<file path="config.mk">
export PLATFORM = sky130hd
export DESIGN_NAME = bw_clk_cl_hdr_mc_flat
export DESIGN_NICKNAME = d
export VERILOG_FILES = /design/src/rtl/bw_clk_cl_hdr_mc_if.sv /design/src/rtl/bw_clk_cl_hdr_mc.sv /design/src/flat_wrapper.sv
export SDC_FILE = /design/constraint.sdc
export NUM_CORES = 1
export LEC_CHECK = 0
export CAP_MARGIN = 15
export CORE_MARGIN = 2
export CORE_UTILIZATION = 49
export CTS_CLUSTER_DIAMETER = 30
export DETAILED_ROUTE_END_ITERATION = 16
export PLACE_DENSITY_LB_ADDON = 0.05
export SLEW_MARGIN = 20
export SYNTH_ARGS = -nofsm -noshare
export SYNTH_HDL_FRONTEND = slang
export SYNTH_SLANG_ARGS = --single-unit
</file>
<file path="constraint.sdc">
create_clock -name gclk -period 2.9 [get_ports gclk]
set_input_delay 0.435 -clock gclk [delete_from_list [all_inputs] [get_ports gclk]]
set_output_delay 0.435 -clock gclk [all_outputs]
set_load 0.02 [all_outputs]
</file>
<file path="src/rtl/bw_clk_cl_hdr_mc_if.sv">
// bw_clk_cl_hdr_mc_if
// Groups the request, scan and per-cluster output signals of the multi-cluster
// clock-cluster header so they travel as one bundle. gclk and grst are kept as
// plain ports on the header itself.
//
// Signals
//   grst_l          global reset request, active-low, unsynchronised
//   gdbginit_l      global debug-init request, active-low, unsynchronised
//   cluster_cken    per-cluster clock-enable request
//   se, si          scan enable, scan in
//   rclk_en         registered per-cluster clock enable
//   cluster_grst_l  per-cluster reset, active-low
//   dbginit_l       per-cluster debug init, active-low
//   so              scan out
//   rst_done        high once every cluster is out of reset
//
// Modports
//   master  the side that drives the requests (system / testbench)
//   slave   the header
interface bw_clk_cl_hdr_mc_if #(
    parameter int NUM_CL = 4
);
    logic              grst_l;
    logic              gdbginit_l;
    logic [NUM_CL-1:0] cluster_cken;
    logic              se;
    logic              si;
    logic [NUM_CL-1:0] rclk_en;
    logic [NUM_CL-1:0] cluster_grst_l;
    logic [NUM_CL-1:0] dbginit_l;
    logic              so;
    logic              rst_done;

    modport master (
        output grst_l, gdbginit_l, cluster_cken, se, si,
        input  rclk_en, cluster_grst_l, dbginit_l, so, rst_done
    );

    modport slave (
        input  grst_l, gdbginit_l, cluster_cken, se, si,
        output rclk_en, cluster_grst_l, dbginit_l, so, rst_done
    );
endinterface

</file>
<file path="src/rtl/bw_clk_cl_hdr_mc.sv">
// bw_clk_cl_hdr_mc
// Clock-cluster header serving NUM_CL clusters from the single clock gclk.
// The global reset and debug-init requests are synchronised, then cluster
// resets are released one cluster at a time, STAGGER_CYC cycles apart, so the
// clusters do not all start switching on the same edge. Per-cluster clock
// enables are registered, and the synchroniser flops double as a scan chain
// (si -> reset sync -> debug sync -> so).
//
// Ports
//   gclk   global clock, the only clock
//   grst   synchronous active-high reset of this header
//   bus    bw_clk_cl_hdr_mc_if.slave carrying requests, scan and outputs
//
// Parameters
//   NUM_CL       number of clusters (>=1)
//   SYNC_STAGES  synchroniser depth (>=2)
//   STAGGER_CYC  cycles between successive cluster releases (>=1)
module bw_clk_cl_hdr_mc #(
    parameter int NUM_CL      = 4,
    parameter int SYNC_STAGES = 2,
    parameter int STAGGER_CYC = 4
) (
    input  logic                gclk,
    input  logic                grst,
    bw_clk_cl_hdr_mc_if.slave   bus
);

    // Largest counter value ever needed: the last release point plus the one
    // extra STAGGER cycle before RUN. The counter saturates there.
    localparam int CNT_MAX = (NUM_CL - 1) * STAGGER_CYC + 1;
    localparam int CNT_W   = $clog2(CNT_MAX + 1);

    typedef enum logic [1:0] {
        HOLD    = 2'd0,
        STAGGER = 2'd1,
        RUN     = 2'd2
    } state_t;

    state_t              state, state_next;
    logic [CNT_W-1:0]    cnt, cnt_next, cnt_inc;
    logic [NUM_CL-1:0]   cl_rst_l, cl_rst_l_next, stag_mask;
    logic [NUM_CL-1:0]   dbg_l;
    logic [NUM_CL-1:0]   rclk_en_q;
    logic [SYNC_STAGES-1:0] grst_sync, dbg_sync;
    logic                grst_s, dbg_s;

    assign grst_s = grst_sync[SYNC_STAGES-1];
    assign dbg_s  = dbg_sync[SYNC_STAGES-1];

    // Synchroniser chains for the two asynchronous requests. In scan mode the
    // same flops form one shift register: si feeds the reset chain, the reset
    // chain feeds the debug chain, and the end of the debug chain is so.
    always_ff @(posedge gclk) begin
        if (grst) begin
            grst_sync <= '0;
            dbg_sync  <= '0;
        end else if (bus.se) begin
            grst_sync <= {grst_sync[SYNC_STAGES-2:0], bus.si};
            dbg_sync  <= {dbg_sync[SYNC_STAGES-2:0], grst_sync[SYNC_STAGES-1]};
        end else begin
            grst_sync <= {grst_sync[SYNC_STAGES-2:0], bus.grst_l};
            dbg_sync  <= {dbg_sync[SYNC_STAGES-2:0], bus.gdbginit_l};
        end
    end

    // Saturating increment and the set of clusters whose release point has
    // been reached at that incremented count. Cluster i is due once the
    // count reaches i*STAGGER_CYC; OR-ing with the current value keeps
    // released clusters released.
    always_comb begin
        cnt_inc   = (cnt == CNT_W'(CNT_MAX)) ? cnt : cnt + CNT_W'(1);
        stag_mask = '0;
        for (int i = 0; i < NUM_CL; i++) begin
            stag_mask[i] = (32'(cnt_inc) >= 32'(i * STAGGER_CYC));
        end
    end

    // Next-state logic of the release sequencer. Scan mode freezes
    // everything. Loss of the synchronised reset request wins over every
    // other transition and drops all clusters back into reset. Leaving HOLD
    // releases cluster 0 immediately because the counter restarts at zero.
    always_comb begin
        state_next    = state;
        cnt_next      = cnt;
        cl_rst_l_next = cl_rst_l;
        if (!bus.se) begin
            if (!grst_s) begin
                state_next    = HOLD;
                cnt_next      = '0;
                cl_rst_l_next = '0;
            end else begin
                case (state)
                    HOLD: begin
                        state_next    = STAGGER;
                        cnt_next      = '0;
                        cl_rst_l_next = NUM_CL'(1);
                    end
                    STAGGER: begin
                        cnt_next      = cnt_inc;
                        cl_rst_l_next = cl_rst_l | stag_mask;
                        if (cl_rst_l[NUM_CL-1]) begin
                            state_next = RUN;
                        end
                    end
                    RUN: begin
                        cl_rst_l_next = '1;
                    end
                    default: begin
                        state_next    = HOLD;
                        cnt_next      = '0;
                        cl_rst_l_next = '0;
                    end
                endcase
            end
        end
    end

    // State, counter and output registers. Debug init follows the next
    // cluster reset value gated by the synchronised debug request, so a
    // cluster held in reset always sees debug init asserted. Clock enables
    // are forced on while scanning so the shift is always clocked.
    always_ff @(posedge gclk) begin
        if (grst) begin
            state     <= HOLD;
            cnt       <= '0;
            cl_rst_l  <= '0;
            dbg_l     <= '0;
            rclk_en_q <= '0;
        end else begin
            state     <= state_next;
            cnt       <= cnt_next;
            cl_rst_l  <= cl_rst_l_next;
            rclk_en_q <= bus.se ? '1 : bus.cluster_cken;
            if (!bus.se) begin
                dbg_l <= {NUM_CL{dbg_s}} & cl_rst_l_next;
            end
        end
    end

    assign bus.rclk_en        = rclk_en_q;
    assign bus.cluster_grst_l = cl_rst_l;
    assign bus.dbginit_l      = dbg_l;
    assign bus.so             = dbg_sync[SYNC_STAGES-1];
    assign bus.rst_done       = (state == RUN);

endmodule

</file>
<file path="src/flat_wrapper.sv">
// flat-port wrapper written by rule: the top's interface ports become plain ports
module bw_clk_cl_hdr_mc_flat 
#(
    parameter int NUM_CL      = 4,
    parameter int SYNC_STAGES = 2,
    parameter int STAGGER_CYC = 4
)
  (gclk, grst, bus_grst_l, bus_gdbginit_l, bus_cluster_cken, bus_se, bus_si, bus_rclk_en, bus_cluster_grst_l, bus_dbginit_l, bus_so, bus_rst_done);
  bw_clk_cl_hdr_mc_if #(.NUM_CL(NUM_CL)) bus_i ();
  input  logic gclk;
  input  logic grst;
  input wire logic [$bits(bus_i.grst_l)-1:0] bus_grst_l;
  input wire logic [$bits(bus_i.gdbginit_l)-1:0] bus_gdbginit_l;
  input wire logic [$bits(bus_i.cluster_cken)-1:0] bus_cluster_cken;
  input wire logic [$bits(bus_i.se)-1:0] bus_se;
  input wire logic [$bits(bus_i.si)-1:0] bus_si;
  output wire logic [$bits(bus_i.rclk_en)-1:0] bus_rclk_en;
  output wire logic [$bits(bus_i.cluster_grst_l)-1:0] bus_cluster_grst_l;
  output wire logic [$bits(bus_i.dbginit_l)-1:0] bus_dbginit_l;
  output wire logic [$bits(bus_i.so)-1:0] bus_so;
  output wire logic [$bits(bus_i.rst_done)-1:0] bus_rst_done;
  assign bus_i.grst_l = bus_grst_l;
  assign bus_i.gdbginit_l = bus_gdbginit_l;
  assign bus_i.cluster_cken = bus_cluster_cken;
  assign bus_i.se = bus_se;
  assign bus_i.si = bus_si;
  assign bus_rclk_en = bus_i.rclk_en;
  assign bus_cluster_grst_l = bus_i.cluster_grst_l;
  assign bus_dbginit_l = bus_i.dbginit_l;
  assign bus_so = bus_i.so;
  assign bus_rst_done = bus_i.rst_done;
  bw_clk_cl_hdr_mc #(.NUM_CL(NUM_CL), .SYNC_STAGES(SYNC_STAGES), .STAGGER_CYC(STAGGER_CYC)) u_core (.gclk(gclk), .grst(grst), .bus(bus_i));
endmodule
</file>
Word level (Yosys, flattened, before mapping)
Index checks and enable logic that the tools add are counted.
{"block": "word_totals", "register_bits": 22, "input_bits": 10, "wordCells": 34}
{"block": "op_classes", "n_addsub": 1, "n_lt_le_gt_ge": 3, "eq_ne": 5, "mux": 12, "bitwise": 3, "reduce_logical": 3}
{"cell": "two-way mux 4 bit", "count": 5}
{"cell": "one-hot mux 4 bit (3 select lines)", "count": 1}
{"cell": ">= comparator 4 bit (second input constant)", "count": 2}
{"cell": "one-hot mux 4 bit (2 select lines)", "count": 1}
{"cell": "one-hot mux 2 bit (3 select lines)", "count": 1}
{"cell": "adder 4 x 1 -> 4 bit (second input constant)", "count": 1}
{"cell": "AND 4 bit", "count": 1}
{"cell": "== test 4 bit (second input constant)", "count": 1}
{"cell": ">= comparator 4 x 3 -> 1 bit (second input constant)", "count": 1}
{"cell": "two-way mux 2 bit", "count": 2}
{"cell": "bitwise OR 4 bit", "count": 1}
{"cell": "!= test 3 x 2 -> 1 bit (second input constant)", "count": 1}
{"cell": "AND reduction 3 bit", "count": 1}
{"cell": "== test 2 x 1 -> 1 bit (second input constant)", "count": 1}
{"cell": "== test 2 bit (second input constant)", "count": 1}
{"cell": "logical NOT 2 bit", "count": 1}
{"cell": "two-way mux 1 bit", "count": 2}
{"cell": "!= test 2 bit (second input constant)", "count": 1}
{"cell": "AND reduction 2 bit", "count": 1}
{"cell": "inverter 1 bit", "count": 1}

Logic depth before layout (Yosys ltp)
{"block": "depth", "depth_word": 8, "ltp_mapped": 6, "ltp_nobuf": 6}

Worst setup path after synthesis
No wires, ideal clock.
{"block": "synth_path", "path_kind": "register to register", "startpoint": "register u_core.state[1]", "endpoint": "register u_core.cl_rst_l[2], in the netlist u_core.bus.cluster_grst_l[2]", "setup_time_ps": 73, "arrival_ps": 1372, "slack_ps": 1455, "stages_incl_launch_ff": 5, "path_buffers": 0, "cell_sequence": "dfxtp_1 nor2b_1 a21o_1 nor3_1 nor3_2"}
{"block": "synth_between", "elab_chain_cells": 4, "word_cells_on_any_way": 6}
{"item": "from (decl)", "line": "bw_clk_cl_hdr_mc.sv:39", "rtl": "state_t state, state_next;"}
{"item": "from (signal assigned)", "line": "bw_clk_cl_hdr_mc.sv:130", "rtl": "state <= state_next;"}
{"item": "== test 2 bit"}
{"item": "named net bus_rst_done", "line": "flat_wrapper.sv:21", "rtl": "output wire logic [$bits(bus_i.rst_done)-1:0] bus_rst_done;"}
{"item": "one-hot mux 4 bit (3 select lines)", "line": "bw_clk_cl_hdr_mc.sv:92", "rtl": "case (state)"}
{"item": "two-way mux 4 bit", "line": "bw_clk_cl_hdr_mc.sv:87", "rtl": "if (!grst_s) begin"}
{"item": "two-way mux 4 bit", "line": "bw_clk_cl_hdr_mc.sv:86", "rtl": "if (!bus.se) begin"}
{"item": "to (signal assigned)", "line": "bw_clk_cl_hdr_mc.sv:132", "rtl": "cl_rst_l <= cl_rst_l_next;"}
{"item": "to (decl)", "line": "bw_clk_cl_hdr_mc.sv:41", "rtl": "logic [NUM_CL-1:0] cl_rst_l, cl_rst_l_next, stag_mask;"}
The timed path passes the listed nets, and every way through them passes these cells.
A chain may end at the register's enable or synchronous reset.

Worst setup path after layout
{"block": "layout_path", "startpoint": "register u_core.state[1]", "endpoint": "output bus_rst_done"}
{"block": "layout_between", "elab_chain_cells": 1}
{"item": "== test 2 bit", "line": "bw_clk_cl_hdr_mc.sv:144", "rtl": "assign bus.rst_done = (state == RUN);"}
{"item": "to (decl)", "line": "flat_wrapper.sv:21"}
Every way passes these cells.

==> flow_summary.toml <==
[pwr]
cellPowerDensity_mw_per_mm2 = 474
total_power_mw = 0.554
ir_drop_uv = 404
power_leakage_nw = 0.453

[layout]
finish.instance_area_sq_mm = 0.00117
finalCoreUtilization = 0.685
num_antenna_cells = 0
multiInputGateArea_sq_um = 420
fin_nets = 134
regArea_sq_um = 440
fillers = 137
stdcell_count = 146
drive_gt1_frac = 0.0744
area_growth_pct = 31.7

[sta]
setup_slack_ns = 0.637
fmax_mhz = 442
finClkSkew_ns = 0.000322
hold_ws_ns = 0.453
worst_pin_slew_ns = 0.632
fin_crit_ns = 2.26
drv_slew = 0
setup-violations-final = 0
finalSetupTns_ns = 0
hold_violations = 0
rsz0062_at_grt = "false"
fin_crit_sh = 0.780
relSlewSlack = 0.577

[job]
maxCapViolations = 0

[global_route]
grt_overflow_total = 0
track_usage = 0.192
grt_first_pass_wirelength_mm = 2.95
grt_pass1_vias = 723
grt_max_degree = 18
antenna_found_initial = 0

[cts]
cts.path.max_buffers = 2
path_clk_slew_ns = 0.12
clock_insertion_delay_worst_skew_ns = 0.31
clkSinkCount = 22
h-tree-depth = 1
root_buffer = "clkbuf_4"
cts_made_buffers = 3
hold_buffers = 0
post_cts_buffers = 0
cts_tree = "yes"
cts_resized = 0

[floorplan]
start_util = 0.520
die_w_microns = 46.6
die_area_sq_mm = 0.00217
rows = 15
die_h_microns = 46.6
coreArea_sq_mm = 0.00171
io_pins = 24

[placement]
gp_congestion = 0.803
dp_cells = 142
portBuffers = 23
dpl_worst_slack_ns = 0.736
placed_area_sq_mm = 0.00113
dp_hpwl_mm = 1.23

[synth]
synth_area_leaders = "dfxtp_1, nor2_1, a21oi_1, nand2_1, a211oi_2"
syn_avg_cell_area_sq_um = 9.06
synth.most_common_cell = "dfxtp_1"
synthCells = 98
synth_edf_count = 0
ys_ff_latch = 22
syn_area_sq_um = 888
synthAdderAreaFrac = 0.0282
synth_cell_types = 31
synth_compound_area_frac = 0.151
seq_area_frac_synth = 0.496
yosysWarnings = 0
yosysTopAreaCellShare = 0.496
ys.flop_type = "dfxtp_1"
async_reset_ff_frac = 0
syn_nets = 110
synth_largest_area_cell = "dfxtp_1"
synth_xor_area_frac = 0.0296
synthSimpleGateAreaFrac = 0.242
netlist_top_cells_count = "dfxtp_1, nor2_1, nand2_1"
synth_mux_area_frac = 0.0225
synth_top_family_by_area = "simple AND/OR/NAND/NOR gates"

[worst_setup_path]
crit_type = "register to primary output"
cp.buffers_inverters = 1
critPathMaxStageDelay_ns = 0.68
crit_path_start_kind = "register"
cp-end-kind = "primary output"
cp.arrival_ns = 1.83
reg2reg_setup_slack_ns = 1.29
required_ns = 2.47
critical_path.top_delay_family = "buffers and inverters"
cp_slowest_cell = "clkdlybuf4s50_1"
crit_fanout = 7
crit_chain = "nor2b_1, clkdlybuf4s50_1"

[routing]
drt-initial-drc-count = 25
detail_route.wl_per_cell_microns = 12.1
routed_via_density = 5.41
routed_wl_mm = 1.76
vias = 790
postRouteAntennaNets = 0
firstDrtPassIters = 4
drc = 0

[run_status]
status = "complete, no violations"

[worst_hold_path]
worstHoldPathType = "register to register"
[routing by layer]
layer / wire, microns / GRT usage / up-vias
met5: 0 / 0 / -
met4: 34 / 0.0686 / 0
met3: 139 / 0.0353 / 5
met2: 783 / 0.314 / 39
met1: 805 / 0.251 / 363
li1: - / - / 383
[final timing paths]
check                                          from                       to  depth (start not counted)
worst min register to register  u_core.grst_sync[0]      u_core.grst_sync[1]                          1
worst min-delay path            u_core.grst_sync[0]      u_core.grst_sync[1]                          1
worst max-delay path                u_core.state[1]             bus_rst_done                          2
worst max register to register        u_core.cnt[1]  u_core.bus.dbginit_l[1]                          6
[sequential cells by signal (all words and copies together) (netlist names)]
register and flops:
u_core.bus.cluster_grst_l 4, u_core.bus.dbginit_l 4, u_core.bus.rclk_en 4, u_core.cnt 4, u_core.dbg_sync 2, u_core.grst_sync 2
u_core.state 2
[report_power, final]
| part | internal, mW | leakage, nW | switching, mW |
|---|---|---|---|
| sequential | 0.312 | 0.180 | 0.00704 |
| clock | 0.0767 | 0.0210 | 0.0912 |
| combinational | 0.0333 | 0.252 | 0.0338 |
| total | 0.422 | 0.453 | 0.132 |
[placed cells by master, fill, tap and decap left out, drive strengths merged, types with 2 or more instances in the layout]
master          n
nor2           20
a31oi           2
a211oi          2
nor3            3
ha              2
dfxtp          22
mux2i           2
inv             3
clkdlybuf4s50  23
nor2b           3
xor2            2
clkbuf          4
nand4b          2
o21ai           3
nand2           8
a21oi           7
[area by class of cell]
| type | instances | share of cell area |
|---|---|---|
| flip-flops and latches | 22 | 0.376 |
| clock buffers | 4 | 0.0310 |
| multi-input cells | 69 | 0.359 |
| well taps | 25 | 0.0267 |
| repair buffers | 23 | 0.197 |
| inverters | 3 | 0.00963 |
[kinds of logic (layout without fill, tap and decap cells)]
logic type | after synthesis | after routing
multiplexers | 2 | 2
XOR/XNOR | 3 | 3
flip-flops | 22 | 22
adder cells (fa/ha/maj) | 2 | 2
AND/OR/NAND/NOR | 42 | 42
buffers and inverters | 7 | 30
AO/OA/AOI/OAI | 20 | 20
Note: power is estimated with default switching activity, not from simulation.
